--- config.mk ---
export PLATFORM = sky130hd
export DESIGN_NAME = i2c_target_regs
export DESIGN_NICKNAME = d
export VERILOG_FILES = /design/src/rtl/i2c_pkg.sv /design/src/rtl/i2c_sync_edge.sv /design/src/rtl/i2c_target_regs.sv
export SDC_FILE = /design/constraint.sdc
export NUM_CORES = 1
export LEC_CHECK = 0
export BUFFER_PORTS_ARGS = -buffer_cell sky130_fd_sc_hd__buf_2
export CAP_MARGIN = 20
export CORE_MARGIN = 8
export CORE_UTILIZATION = 60
export DETAILED_ROUTE_END_ITERATION = 10
export PLACE_DENSITY = 0.77
export SYNTH_ARGS = -nofsm -noshare
export SYNTH_HDL_FRONTEND = slang
export SYNTH_SLANG_ARGS = --single-unit
--- constraint.sdc ---
create_clock -name clk_i -period 7.08 [get_ports clk_i]
set_input_delay 1.416 -clock clk_i [delete_from_list [all_inputs] [get_ports clk_i]]
set_output_delay 1.416 -clock clk_i [all_outputs]
set_load 0.02 [all_outputs]
--- src/rtl/i2c_pkg.sv ---
`default_nettype none
// +----------------------------------------------------------------------+
// | i2c_pkg : shared I2C state encoding, bus constants and helpers        |
// | Revision: 1.0                                                         |
// +----------------------------------------------------------------------+
package i2c_pkg;

  typedef enum logic [3:0] {
    ST_IDLE      = 4'd0,
    ST_RCV_ADDR  = 4'd1,
    ST_ACK_ADDR  = 4'd2,
    ST_RCV_PTR   = 4'd3,
    ST_ACK_PTR   = 4'd4,
    ST_DATA_XFER = 4'd5,
    ST_ACK_DATA  = 4'd6,
    ST_WAIT_STOP = 4'd7
  } states_t;

  localparam logic I2C_ACK       = 1'b0;
  localparam logic I2C_NACK      = 1'b1;
  localparam int   I2C_BYTE_BITS = 8;

  function automatic logic maj3(input logic a, input logic b, input logic c);
    return (a & b) | (a & c) | (b & c);
  endfunction

endpackage
`default_nettype wire

--- src/rtl/i2c_sync_edge.sv ---
`default_nettype none
// +----------------------------------------------------------------------+
// | i2c_sync_edge : 2-FF synchronizer with rise/fall detection            |
// | Optional majority glitch filter under I2C_GLITCH_FILTER_EN            |
// | Revision: 1.0                                                         |
// +----------------------------------------------------------------------+
module i2c_sync_edge
  import i2c_pkg::*;
(
  input  logic clk_i,
  input  logic rst_i,
  input  logic raw_i,
  output logic level_o,
  output logic rise_o,
  output logic fall_o
);

  logic meta_q;
  logic sync_q;
  logic prev_q;
  logic lvl;

  // Idle bus level is high, so everything resets to 1 to avoid false edges.
  always_ff @(posedge clk_i or posedge rst_i) begin
    if (rst_i) begin
      meta_q <= 1'b1;
      sync_q <= 1'b1;
    end else begin
      meta_q <= raw_i;
      sync_q <= meta_q;
    end
  end

`ifdef I2C_GLITCH_FILTER_EN
  logic hist1_q;
  logic hist2_q;
  logic maj_q;

  always_ff @(posedge clk_i or posedge rst_i) begin
    if (rst_i) begin
      hist1_q <= 1'b1;
      hist2_q <= 1'b1;
      maj_q   <= 1'b1;
    end else begin
      hist1_q <= sync_q;
      hist2_q <= hist1_q;
      maj_q   <= maj3(sync_q, hist1_q, hist2_q);
    end
  end

  assign lvl = maj_q;
`else
  assign lvl = sync_q;
`endif

  always_ff @(posedge clk_i or posedge rst_i) begin
    if (rst_i) begin
      prev_q <= 1'b1;
    end else begin
      prev_q <= lvl;
    end
  end

  assign level_o = lvl;
  assign rise_o  = lvl & ~prev_q;
  assign fall_o  = ~lvl & prev_q;

endmodule
`default_nettype wire

--- src/rtl/i2c_target_regs.sv ---
`default_nettype none
// +----------------------------------------------------------------------+
// | i2c_target_regs : I2C target with an 8-bit register file              |
// | Optional input glitch filter: define I2C_GLITCH_FILTER_EN             |
// | Revision: 1.0                                                         |
// +----------------------------------------------------------------------+
module i2c_target_regs
  import i2c_pkg::*;
#(
  parameter logic [6:0] ADDR     = 7'h50,
  parameter int         NUM_REGS = 16,
  localparam int        PTR_W    = $clog2(NUM_REGS)
) (
  input  logic             clk_i,
  input  logic             rst_i,
  input  logic             scl_i,
  input  logic             sda_i,
  output logic             sda_oe_o,
  input  logic [PTR_W-1:0] host_addr_i,
  output logic [7:0]       host_rdata_o,
  output logic             wr_strobe_o,
  output logic [PTR_W-1:0] wr_addr_o,
  output logic             busy_o
);

  logic scl_lvl, scl_rise, scl_fall;
  logic sda_lvl, sda_rise, sda_fall;

  i2c_sync_edge u_scl_sync (
    .clk_i   (clk_i),
    .rst_i   (rst_i),
    .raw_i   (scl_i),
    .level_o (scl_lvl),
    .rise_o  (scl_rise),
    .fall_o  (scl_fall)
  );

  i2c_sync_edge u_sda_sync (
    .clk_i   (clk_i),
    .rst_i   (rst_i),
    .raw_i   (sda_i),
    .level_o (sda_lvl),
    .rise_o  (sda_rise),
    .fall_o  (sda_fall)
  );

  states_t          state_q;
  logic [7:0]       regs_q [NUM_REGS];
  logic [PTR_W-1:0] ptr_q;
  logic [2:0]       cnt_q;
  logic [7:0]       shift_q;
  logic             rw_q;
  logic             got_ack_q;
  logic             sda_oe_q;
  logic             wr_strobe_q;
  logic [PTR_W-1:0] wr_addr_q;
  logic             busy_q;

  logic             start_det, stop_det, last_bit;
  logic [7:0]       rx_byte_d;
  logic [PTR_W-1:0] ptr_inc_d;
  logic [7:0]       rd_byte_d;
  logic             ptr_in_range, host_in_range;

  assign start_det = scl_lvl & sda_fall;
  assign stop_det  = scl_lvl & sda_rise;
  assign last_bit  = (cnt_q == 3'(I2C_BYTE_BITS - 1));
  assign rx_byte_d = {shift_q[6:0], sda_lvl};
  assign ptr_inc_d = (ptr_q == PTR_W'(NUM_REGS - 1)) ? '0 : ptr_q + 1'b1;

  // Only a non-power-of-two register count can leave the pointer out of range.
  if (NUM_REGS == (1 << PTR_W)) begin : g_range_full
    assign ptr_in_range  = 1'b1;
    assign host_in_range = 1'b1;
  end else begin : g_range_cmp
    assign ptr_in_range  = (ptr_q < PTR_W'(NUM_REGS));
    assign host_in_range = (host_addr_i < PTR_W'(NUM_REGS));
  end

  assign rd_byte_d    = ptr_in_range ? regs_q[ptr_q] : 8'hFF;
  assign host_rdata_o = host_in_range ? regs_q[host_addr_i] : 8'hFF;

  always_ff @(posedge clk_i or posedge rst_i) begin
    if (rst_i) begin
      state_q     <= ST_IDLE;
      ptr_q       <= '0;
      cnt_q       <= '0;
      shift_q     <= '0;
      rw_q        <= 1'b0;
      got_ack_q   <= 1'b0;
      sda_oe_q    <= 1'b0;
      wr_strobe_q <= 1'b0;
      wr_addr_q   <= '0;
      busy_q      <= 1'b0;
      for (int i = 0; i < NUM_REGS; i++) regs_q[i] <= '0;
    end else begin
      wr_strobe_q <= 1'b0;
      if (stop_det) begin
        state_q  <= ST_IDLE;
        sda_oe_q <= 1'b0;
        busy_q   <= 1'b0;
      end else if (start_det) begin
        state_q  <= ST_RCV_ADDR;
        cnt_q    <= '0;
        sda_oe_q <= 1'b0;
      end else begin
        case (state_q)
          ST_IDLE: sda_oe_q <= 1'b0;

          ST_RCV_ADDR: begin
            if (scl_rise) begin
              shift_q <= rx_byte_d;
              cnt_q   <= cnt_q + 3'd1;
              if (last_bit) begin
                if (rx_byte_d[7:1] == ADDR && ADDR != 7'h00) begin
                  state_q <= ST_ACK_ADDR;
                  rw_q    <= rx_byte_d[0];
                  busy_q  <= 1'b1;
                end else begin
                  state_q <= ST_WAIT_STOP;
                  busy_q  <= 1'b0;
                end
              end
            end
          end

          // First SCL fall starts the ACK pulse, the next one ends it.
          ST_ACK_ADDR: begin
            if (scl_fall) begin
              if (!sda_oe_q) begin
                sda_oe_q <= 1'b1;
              end else begin
                cnt_q <= '0;
                if (rw_q) begin
                  shift_q  <= rd_byte_d;
                  sda_oe_q <= ~rd_byte_d[7];
                  state_q  <= ST_DATA_XFER;
                end else begin
                  sda_oe_q <= 1'b0;
                  state_q  <= ST_RCV_PTR;
                end
              end
            end
          end

          ST_RCV_PTR: begin
            if (scl_rise) begin
              shift_q <= rx_byte_d;
              cnt_q   <= cnt_q + 3'd1;
              if (last_bit) begin
                ptr_q   <= rx_byte_d[PTR_W-1:0];
                state_q <= ST_ACK_PTR;
              end
            end
          end

          ST_ACK_PTR: begin
            if (scl_fall) begin
              if (!sda_oe_q) begin
                sda_oe_q <= 1'b1;
              end else begin
                sda_oe_q <= 1'b0;
                cnt_q    <= '0;
                state_q  <= ST_DATA_XFER;
              end
            end
          end

          ST_DATA_XFER: begin
            if (scl_rise) begin
              cnt_q <= cnt_q + 3'd1;
              if (!rw_q) shift_q <= rx_byte_d;
              if (last_bit) begin
                ptr_q     <= ptr_inc_d;
                got_ack_q <= 1'b0;
                state_q   <= ST_ACK_DATA;
                if (!rw_q && ptr_in_range) begin
                  regs_q[ptr_q] <= rx_byte_d;
                  wr_strobe_q   <= 1'b1;
                  wr_addr_q     <= ptr_q;
                end
              end
            end else if (scl_fall && rw_q) begin
              shift_q  <= {shift_q[6:0], shift_q[7]};
              sda_oe_q <= ~shift_q[6];
            end
          end

          ST_ACK_DATA: begin
            if (rw_q) begin
              if (scl_rise) begin
                if (sda_lvl == I2C_NACK) state_q <= ST_WAIT_STOP;
                else                     got_ack_q <= 1'b1;
              end else if (scl_fall) begin
                if (got_ack_q) begin
                  shift_q   <= rd_byte_d;
                  sda_oe_q  <= ~rd_byte_d[7];
                  cnt_q     <= '0;
                  got_ack_q <= 1'b0;
                  state_q   <= ST_DATA_XFER;
                end else begin
                  sda_oe_q <= 1'b0;
                end
              end
            end else if (scl_fall) begin
              if (!sda_oe_q) begin
                sda_oe_q <= 1'b1;
              end else begin
                sda_oe_q <= 1'b0;
                cnt_q    <= '0;
                state_q  <= ST_DATA_XFER;
              end
            end
          end

          ST_WAIT_STOP: sda_oe_q <= 1'b0;

          default: begin
            state_q  <= ST_IDLE;
            sda_oe_q <= 1'b0;
          end
        endcase
      end
    end
  end

  assign sda_oe_o    = sda_oe_q;
  assign wr_strobe_o = wr_strobe_q;
  assign wr_addr_o   = wr_addr_q;
  assign busy_o      = busy_q;

endmodule
`default_nettype wire

==> results.json <==
{
  "finalNetCount": 671,
  "cts_buffers": 17,
  "grt_start_max_net_pins": 122,
  "netlist.area_leader.share_pct": 44.5,
  "crit_arrival_ps": 3530,
  "fillCellCount": 1019,
  "synthCells": 664,
  "area_growth_syn_to_layout_pct": 9.54,
  "dpl.hpwl_um": 14000,
  "clockRootBuffer": "clkbuf_16",
  "drive_gt1_share_pct": 33.7,
  "p_sw_share_pct": 26.3,
  "port_buffers": 22,
  "wl_met2_um": 11000,
  "path_buf_inv": 3,
  "pwr-share-clk_pct": 44.6,
  "endpoint": "host_rdata_o[3]",
  "synth-main-ff-cell": "dfrtp_1",
  "clockBufferDepth": 2,
  "firstDrtPassIters": 5,
  "drc": 0,
  "max_slew_margin_pct": 29.3,
  "grt_antenna_before_repair": 0,
  "tns_ps": 0,
  "maxCapViolations": 0,
  "worstReg2RegEnd": "regs_q[78]",
  "final_common_cell": "dfrtp_1",
  "drv_slew": 0,
  "row_count": 44,
  "yosysSeqAreaShare_pct": 46.3,
  "grt_pass1_wl_um": 35700,
  "num_vias": 6064,
  "p_leak_uw": 0.00431,
  "worstMarginPinSlew_ps": 1060,
  "intPower_uw": 1660,
  "cp.required_ps": 5660,
  "die_area_um2": 18700,
  "yosysWarnings": 0,
  "synth_area_per_cell_um2": 13.2,
  "worstSetupPathType": "in2out",
  "reg2reg_from": "state_q[2]",
  "r2r_slack_ps": 2950,
  "status": "finished clean",
  "clk_latency_ps": 430,
  "synth_edf_count": 0,
  "power_frac_seq_pct": 47.4,
  "synth_cell_types": 63,
  "dr_wl_met3_um": 1810,
  "crit_fanout": 19,
  "die_width_um": 137,
  "grt_util_all_layers_pct": 25.6,
  "critPathMaxStageDelay_ps": 550,
  "p_sw_uw": 593,
  "gr-total-overflow": 0,
  "cts_setup_buffers": 0,
  "grt_pass1_vias": 6142,
  "crit_cells": 5,
  "htree_levels": 4,
  "cp-start-kind": "primary input",
  "core_um2": 14400,
  "io_pins": 23,
  "crit_path_end_kind": "output pin",
  "drt_wl_total_um": 22500,
  "crit_start": "host_addr_i[0]",
  "max_freq_mhz": 202,
  "synth-async-reset-ratio_pct": 100,
  "rsz0062_at_grt": "false",
  "gp_congestion": 0.919,
  "synthesis.nets": 680,
  "vdd_drop_max_mv": 0.199,
  "viasPerCell": 7.13,
  "cts_tree": "yes",
  "power_frac_comb_pct": 8.0,
  "stdcell_area_um2": 9600,
  "yosys_register_bits": 162,
  "fin_crit_sh_pct": 69.9,
  "netlist_area_um2": 8760,
  "cts_resized": 0,
  "dp.cells": 819,
  "cts-hold-fix-buffers": 0,
  "met1_length_um": 8910,
  "final_cell_mix": "154 x dfrtp_1, 81 x mux2_2, 72 x mux4_2",
  "setup_viol_count_final": 0,
  "finalClockSkew_ps": 7.49,
  "critical_path.cell_chain": "buf_2, buf_4, mux4_2, mux4_2, buf_2",
  "clock-sinks": 162,
  "drtIter0Drc": 542,
  "critPathTopFamily": "buffers and inverters",
  "ant_nets": 0,
  "dr.max_layer_used": "met4",
  "cpMaxStageDelayCell": "mux4_2",
  "power_density_nw_per_um2": 235,
  "finalCriticalPeriod_ps": 4950,
  "synth_area_leaders": "dfrtp_1 45%, mux4_2 19%, mux2_2 10%, mux2_1 4.1%, o21ai_0 2.2%",
  "antenna_cells": 0,
  "dpl_cell_area_um2": 8930,
  "stdcell_count": 851,
  "synth.largest_area_cell": "dfrtp_1",
  "timing.final.hold_violations": 0,
  "hp-class": "reg2reg",
  "clk_pin_slew_worst_paths_ps": 60,
  "initial_utilization_pct": 60.8,
  "post_drt_wl_per_cell_um": 26.4,
  "die_height_um": 137,
  "reg2reg_depth": 4
}
-- flip-flops by register name (all words and copies together) (netlist names) --
register	flops
ptr_q	4
busy_o	1
wr_strobe_o	1
regs_q	128
state_q	4
u_sda_sync.prev_q	1
u_scl_sync.level_o	1
u_scl_sync.prev_q	1
wr_addr_o	4
u_sda_sync.level_o	1
cnt_q	3
u_scl_sync.meta_q	1
got_ack_q	1
u_sda_sync.meta_q	1
shift_q	8
rw_q	1
sda_oe_o	1
-- through the flow --
step	utilization, %	worst slack (ps)	hold WS [ps]	total power (uW)
finish	66.6	2130	357	2260
global route	66.6	1980	360	2330
CTS	66.4	2080	358	2260
detailed placement	61.9	2100	349	1260
global placement	61.9	2130	349	1250
floorplan	-	1300	345	1200
-- synthesized netlist by cell type, types with 7 or more instances --
library cell and n:
o21ai_0 39, mux2_2 81, inv_1 13, mux4_2 72, mux2_1 32, dfrtp_1 156
nand2_1 50, nand3_1 13, a21oi_1 13, buf_1 11, nor2b_1 7, clkbuf_1 39
ha_1 8, nand2b_1 8, nor2_1 14
-- layer usage --
layer	vias up	global-route usage, %
li1	2530	-
met5	-	0
met1	3179	33.5
met4	0	10.4
met2	301	40.2
met3	54	6.53
-- cells by family after synthesis --
logic type	count (synthesis)	share of synthesized area, %
AO/OA/AOI/OAI	101	7.85
XOR/XNOR	3	0.300
adder cells (fa/ha/maj)	8	1.14
buffers and inverters	69	3.04
flip-flops	162	46.3
multiplexers	189	33.5
other	1	0.0428
AND/OR/NAND/NOR	131	7.81
-- how the worst min path moves through the flow --
stage,start,depth (start not counted),slack [ps],end
floorplan,u_scl_sync.meta_q,0,350,u_scl_sync.level_o
global placement,u_scl_sync.meta_q,0,350,u_scl_sync.level_o
detailed placement,u_sda_sync.meta_q,0,350,u_sda_sync.level_o
CTS,u_sda_sync.meta_q,0,360,u_sda_sync.level_o
global route,u_sda_sync.meta_q,0,360,u_sda_sync.level_o
finish,u_sda_sync.meta_q,0,360,u_sda_sync.level_o
-- cell type report --
cell class	instances	area (um2)	share of cell area [%]
Clock buffer	20	457	4.76
Timing Repair Buffer	28	175	1.82
Clock inverter	11	184	1.92
Sequential cell	162	4060	42.3
Multi-Input combinational cell	433	4440	46.2
Inverter	13	53.8	0.560
Tap cell	184	230	2.40
-- power groups by stage --
stage	clock, uW	combinational [uW]	sequential, uW
floorplan	0	217	986
global placement	0	170	1080
detailed placement	0	177	1080
CTS	1020	178	1070
global route	1050	199	1080
finish	1010	180	1070
Note: power is estimated with default switching activity, not from simulation.
